===== config.mk =====
export PLATFORM = sky130hd
export DESIGN_NAME = arm_controller_flat
export DESIGN_NICKNAME = d
export VERILOG_FILES = /design/src/rtl/arm_controller_if.sv /design/src/rtl/arm_controller.sv /design/src/flat_wrapper.sv
export SDC_FILE = /design/constraint.sdc
export NUM_CORES = 1
export LEC_CHECK = 0
export ABC_AREA = 1
export BUFFER_PORTS_ARGS = -buffer_cell sky130_fd_sc_hd__buf_2
export CAP_MARGIN = 20
export CORE_MARGIN = 5
export CORE_UTILIZATION = 45
export CTS_CLUSTER_DIAMETER = 100
export CTS_CLUSTER_SIZE = 20
export DETAILED_ROUTE_END_ITERATION = 7
export HOLD_SLACK_MARGIN = 0.12
export PLACE_DENSITY_LB_ADDON = 0.3
export SLEW_MARGIN = 20
export SYNTH_ARGS = -nofsm -noshare
export SYNTH_HDL_FRONTEND = slang
export SYNTH_SLANG_ARGS = --single-unit

===== constraint.sdc =====
create_clock -name clk -period 2.1 [get_ports clk]
set_input_delay 0.105 -clock clk [delete_from_list [all_inputs] [get_ports clk]]
set_output_delay 0.105 -clock clk [all_outputs]
set_load 0.02 [all_outputs]

===== src/rtl/arm_controller_if.sv =====
// Control/status bundle between the single-cycle ARM datapath and its control unit.
// The master side is the datapath, which supplies the instruction bits and ALU flags.
interface arm_controller_if;
    logic [19:0] Instr;
    logic [3:0]  ALUFlags;
    logic [1:0]  RegSrc;
    logic        RegWrite;
    logic [1:0]  ImmSrc;
    logic        ALUSrc;
    logic [1:0]  ALUControl;
    logic        MemWrite;
    logic        MemtoReg;
    logic        PCSrc;
    logic [3:0]  Flags;

    modport master (
        output Instr, ALUFlags,
        input  RegSrc, RegWrite, ImmSrc, ALUSrc, ALUControl,
        input  MemWrite, MemtoReg, PCSrc, Flags
    );

    modport slave (
        input  Instr, ALUFlags,
        output RegSrc, RegWrite, ImmSrc, ALUSrc, ALUControl,
        output MemWrite, MemtoReg, PCSrc, Flags
    );
endinterface


===== src/rtl/arm_controller.sv =====
// Single-cycle ARM control unit: main/ALU decode, NZCV flag register and condition
// evaluation that gates register, memory and PC side effects.
module arm_controller (
    input  logic            clk,
    input  logic            reset,
    arm_controller_if.slave ctl
);
    logic [3:0] cond;
    logic [1:0] op;
    logic [5:0] funct;
    logic [3:0] rd;

    assign cond  = ctl.Instr[19:16];
    assign op    = ctl.Instr[15:14];
    assign funct = ctl.Instr[13:8];
    assign rd    = ctl.Instr[3:0];

    logic [1:0] reg_src;
    logic [1:0] imm_src;
    logic       alu_src;
    logic       mem_to_reg;
    logic       reg_w_dec;
    logic       mem_w;
    logic       branch;
    logic       alu_op;

    always_comb begin
        reg_src    = 2'b00;
        imm_src    = 2'b00;
        alu_src    = 1'b0;
        mem_to_reg = 1'b0;
        reg_w_dec  = 1'b0;
        mem_w      = 1'b0;
        branch     = 1'b0;
        alu_op     = 1'b0;
        case (op)
            2'b00: begin
                reg_w_dec = 1'b1;
                alu_op    = 1'b1;
                alu_src   = funct[5];
            end
            2'b01: begin
                imm_src = 2'b01;
                alu_src = 1'b1;
                if (funct[0]) begin
                    mem_to_reg = 1'b1;
                    reg_w_dec  = 1'b1;
                end else begin
                    reg_src = 2'b10;
                    mem_w   = 1'b1;
                end
            end
            2'b10: begin
                reg_src = 2'b01;
                imm_src = 2'b10;
                alu_src = 1'b1;
                branch  = 1'b1;
            end
            default: ;
        endcase
    end

    logic [1:0] alu_control;
    logic [1:0] flag_w;
    logic       cmd_ok;

    // Only ADD/SUB may touch C,V; logical ops update N,Z alone.
    always_comb begin
        alu_control = 2'b00;
        flag_w      = 2'b00;
        cmd_ok      = 1'b1;
        if (alu_op) begin
            case (funct[4:1])
                4'b0100: begin alu_control = 2'b00; flag_w = {funct[0], funct[0]}; end
                4'b0010: begin alu_control = 2'b01; flag_w = {funct[0], funct[0]}; end
                4'b0000: begin alu_control = 2'b10; flag_w = {funct[0], 1'b0};     end
                4'b1100: begin alu_control = 2'b11; flag_w = {funct[0], 1'b0};     end
                default: cmd_ok = 1'b0;
            endcase
        end
    end

    logic reg_w;
    logic pcs;

    assign reg_w = reg_w_dec & cmd_ok;
    assign pcs   = branch | ((rd == 4'hF) & reg_w);

    logic [3:0] flags_reg;
    logic [3:0] flags_next;
    logic       n_flag, z_flag, c_flag, v_flag;
    logic       cond_ex;

    assign {n_flag, z_flag, c_flag, v_flag} = flags_reg;

    // Condition looks only at the stored flags, never at this instruction's ALU result.
    always_comb begin
        cond_ex = 1'b0;
        case (cond)
            4'b0000: cond_ex = z_flag;
            4'b0001: cond_ex = ~z_flag;
            4'b0010: cond_ex = c_flag;
            4'b0011: cond_ex = ~c_flag;
            4'b0100: cond_ex = n_flag;
            4'b0101: cond_ex = ~n_flag;
            4'b0110: cond_ex = v_flag;
            4'b0111: cond_ex = ~v_flag;
            4'b1000: cond_ex = c_flag & ~z_flag;
            4'b1001: cond_ex = ~c_flag | z_flag;
            4'b1010: cond_ex = (n_flag == v_flag);
            4'b1011: cond_ex = (n_flag != v_flag);
            4'b1100: cond_ex = ~z_flag & (n_flag == v_flag);
            4'b1101: cond_ex = z_flag | (n_flag != v_flag);
            4'b1110: cond_ex = 1'b1;
            default: cond_ex = 1'b0;
        endcase
    end

    // Slice 1 holds {N,Z}, slice 0 holds {C,V}; each has its own write enable.
    generate
        for (genvar gi = 0; gi < 2; gi++) begin : g_flag_pair
            assign flags_next[gi*2 +: 2] = (flag_w[gi] & cond_ex) ? ctl.ALUFlags[gi*2 +: 2]
                                                                  : flags_reg[gi*2 +: 2];
        end
    endgenerate

    always_ff @(posedge clk) begin
        if (reset) begin
            flags_reg <= 4'b0000;
        end else begin
            flags_reg <= flags_next;
        end
    end

    assign ctl.RegSrc     = reg_src;
    assign ctl.ImmSrc     = imm_src;
    assign ctl.ALUSrc     = alu_src;
    assign ctl.ALUControl = alu_control;
    assign ctl.MemtoReg   = mem_to_reg;
    assign ctl.RegWrite   = reg_w & cond_ex & ~reset;
    assign ctl.MemWrite   = mem_w & cond_ex & ~reset;
    assign ctl.PCSrc      = pcs & cond_ex & ~reset;
    assign ctl.Flags      = flags_reg;
endmodule


===== src/flat_wrapper.sv =====
// flat-port wrapper written by rule: the top's interface ports become plain ports
module arm_controller_flat 
  (clk, reset, ctl_Instr, ctl_ALUFlags, ctl_RegSrc, ctl_RegWrite, ctl_ImmSrc, ctl_ALUSrc, ctl_ALUControl, ctl_MemWrite, ctl_MemtoReg, ctl_PCSrc, ctl_Flags);
  arm_controller_if ctl_i ();
  input  logic clk;
  input  logic reset;
  input wire logic [$bits(ctl_i.Instr)-1:0] ctl_Instr;
  input wire logic [$bits(ctl_i.ALUFlags)-1:0] ctl_ALUFlags;
  output wire logic [$bits(ctl_i.RegSrc)-1:0] ctl_RegSrc;
  output wire logic [$bits(ctl_i.RegWrite)-1:0] ctl_RegWrite;
  output wire logic [$bits(ctl_i.ImmSrc)-1:0] ctl_ImmSrc;
  output wire logic [$bits(ctl_i.ALUSrc)-1:0] ctl_ALUSrc;
  output wire logic [$bits(ctl_i.ALUControl)-1:0] ctl_ALUControl;
  output wire logic [$bits(ctl_i.MemWrite)-1:0] ctl_MemWrite;
  output wire logic [$bits(ctl_i.MemtoReg)-1:0] ctl_MemtoReg;
  output wire logic [$bits(ctl_i.PCSrc)-1:0] ctl_PCSrc;
  output wire logic [$bits(ctl_i.Flags)-1:0] ctl_Flags;
  assign ctl_i.Instr = ctl_Instr;
  assign ctl_i.ALUFlags = ctl_ALUFlags;
  assign ctl_RegSrc = ctl_i.RegSrc;
  assign ctl_RegWrite = ctl_i.RegWrite;
  assign ctl_ImmSrc = ctl_i.ImmSrc;
  assign ctl_ALUSrc = ctl_i.ALUSrc;
  assign ctl_ALUControl = ctl_i.ALUControl;
  assign ctl_MemWrite = ctl_i.MemWrite;
  assign ctl_MemtoReg = ctl_i.MemtoReg;
  assign ctl_PCSrc = ctl_i.PCSrc;
  assign ctl_Flags = ctl_i.Flags;
  arm_controller u_core (.clk(clk), .reset(reset), .ctl(ctl_i));
endmodule

==> results by group <==
Run status
  – Outcome: completed

Critical path
  – Req. time, crit path: roughly 2.0 ns
  – R2R setup slack: approximately 0.73 ns
  – Critical Path Max Stage Delay: 0.38 ns
  – Top cell by count, worst path: nand2_1
  – Critical path class: flop to primary output
  – Critical path launch point type: flop
  – Nature of the critical path endpoint: primary output
  – Family with the most delay on the worst path: simple AND/OR/NAND/NOR gates
  – Crit-path cells: inv_1, nand2_1, nand3_1, nand2_1, nand2_1, nand2_1, inv_2, nand3_4, nand2_2, nor3_2, buf_2
  – Critical path buffers and inverters: 3
  – Critical path fanouts, max: 9
  – Slowest CP cell: dfxtp_1
  – Critical path arrival: 1.61 ns

Global route
  – Vias in the first global route: between 700 and 800
  – Grt ovf: 0
  – Initial antenna violation count: 0
  – Largest net degree at the start of global routing: 10
  – Overall Global Routing Usage: approximately 16%
  – First-pass GRT wire length: about 2800 um

CTS
  – CTS Sinks: 4
  – CTS Buf Count: 3
  – H-tree levels: 1
  – Post-CTS setup buffer count: 0
  – Clock Root Buffer: clkbuf_4
  – Hold_buf cts: 0
  – Clock Latency Late Sink: approximately 0.23 ns
  – Resize count post-CTS: 0
  – CTS tree: built
  – CTS Buffer Depth: 2
  – Clock-pin slew on the worst setup and hold paths: approximately 0.030 ns

Pwr
  – Psw: between 0.1 and 0.15 mW
  – Clk pwr share: a little under a third
  – Peak VDD IR: a little over 0.0003 V
  – Combinational Power Share: between 40 and 50%
  – Total power: between 0.2 and 0.3 mW
  – Net Sw Frac: a little over a third
  – P_int: about 0.19 mW
  – P_leak: between 0.5 and 0.6 nW
  – Pwr/cell area: between 300 and 400 nW/um2
  – Reg power frac: a little over a quarter

Cells and area
  – Fillers: between 100 and 150
  – Storage cell area: around 80 um2
  – Max FFs per register: 4
  – # diodes: 0
  – Share of cells above drive strength 1: 33.1%
  – Final core occ: a little under two thirds
  – NumNets Final: 187
  – Area Growth Syn to Fin: 30.7%
  – Cell area after layout: about 860 um2
  – Most frequent cells in the layout: buf_2 (36), nand2_1 (30), inv_1 (18), nor2_1 (17), nand3_1 (14)
  – Multi-input logic area: approximately 480 um2
  – Most common cell after layout, fill and taps aside: buf_2

Timing
  – Final hold viol count: 0
  – Max Freq: around 580 MHz
  – # setup viols final: 0
  – Final Critical Period: ~1.7 ns
  – Crit share post-route: approximately 82%
  – Fin. max-slew vios: 0
  – Worst-Margin Slew: around 0.36 ns
  – Setup Skew: slightly below 0.004 ns
  – Hold Slack: 0.185 ns
  – RSZ-0062 raised after global routing: false
  – Slew margin rel.: 76.1%
  – Setup TNS: 0 ns

Logic synthesis
  – Post-synthesis cell area: 659 um2
  – Ys Warns: 0
  – Syn avg cell area: ~5.6 um2
  – Post-synth cell types: 20
  – Cell count after synthesis: 117
  – Syn Nets: between 100 and 150
  – Sequential share of the synthesized area: 12.1%
  – Yosys reg bits: 4

Floorplan
  – Die height: approximately 48 um
  – Initial Util: roughly half
  – # IOs: a little over 40
  – Core Region: roughly 1400 um2
  – Die width: between 40 and 50 um
  – Die area: between 2000 and 2500 um2
  – FP Rows: 13

Detailed routing
  – DRC: 0
  – Detailed Route WL: between 1500 and 2000 um
  – 1st-iter DRT viols: 26
  – First drt pass iteration count: 4
  – Post-route ant nets: 0
  – DR WL/cell: between 9 and 10 um
  – Vias: 822
  – Via-per-instance ratio: between 4 and 5

Job
  – MaxCap Viol Count: 0

Place
  – Dpl hpwl: around 1500 um
  – Placed Area: 840 um2
  – # port buffers: 36
  – Gpl congestion: between 0.8 and 0.9

Hold path
  – Hold Path Class: input pin to flop
[area by class of cell]
class                      count  share of cell area (%)
clock buffer                   3                    2.61
inverter                      22                    9.58
multi-input combinational     89                    55.4
sequential                     4                    9.29
tap                           15                    2.18
timing repair buffer          36                    20.9
[cells by family after synthesis]
group / synth area share [%]
AO/OA/AOI/OAI: 12.0
AND/OR/NAND/NOR: 51.0
adder cells (fa/ha/maj): 9.49
buffers and inverters: 15.4
flip-flops: 12.1
[synthesized netlist by cell type]
cell | n | area, um2
nand2_1 | 30 | 113
inv_1 | 18 | 67.6
nor2_1 | 17 | 63.8
nand3_1 | 14 | 70.1
a21oi_1 | 8 | 40.0
ha_1 | 5 | 62.6
dfxtp_1 | 4 | 80.1
nand2_2 | 3 | 18.8
nand3b_1 | 3 | 22.5
a21oi_2 | 2 | 17.5
clkinv_1 | 2 | 7.51
inv_2 | 2 | 7.51
o21ai_0 | 2 | 10.0
a21boi_2 | 1 | 11.3
buf_4 | 1 | 7.51
buf_6 | 1 | 11.3
nand3_2 | 1 | 10.0
nand3_4 | 1 | 17.5
nor2_4 | 1 | 11.3
nor3_2 | 1 | 10.0
[power by group through the flow]
stage	clock network (mW)	registers, mW	logic (mW)
floorplan	0	0.0808	0.0817
global placement	0	0.0798	0.121
detailed placement	0	0.0798	0.125
CTS	0.0920	0.0787	0.126
global route	0.0960	0.0790	0.139
finish	0.0897	0.0787	0.125
[through the flow]
stage,worst slack (ns),instances
floorplan,0.606,117
global placement,0.658,166
detailed placement,0.641,166
CTS,0.389,169
global route,0.241,169
finish,0.380,169
[per-layer routing]
metal	GRT usage [%]	vias up	share of wire (%)
met4	4.30	0	0
li1	-	440	-
met1	19.1	354	40
met5	0	-	0
met3	3.32	0	8.2
met2	29.4	28	52
[worst register-to-register path: stages, from the launching register on]
cell,delay [ns]
dfxtp_1,0.38
inv_1,0.08
nand2_1,0.10
nand3_1,0.10
nand2_1,0.08
nand2_1,0.05
nand2_1,0.10
nand3_4,0.14
a21oi_1,0.18
nor2_1,0.07
[final timing paths]
kind,startpoint,end,cells past startpoint
setup / recovery,u_core.ctl.Flags[3],ctl_MemWrite,11
hold reg to reg,u_core.ctl.Flags[1],u_core.ctl.Flags[1],2
hold / removal,reset,u_core.ctl.Flags[3],4
setup reg to reg,u_core.ctl.Flags[3],u_core.ctl.Flags[2],9
No activity file was read; power rests on OpenSTA's default activity.
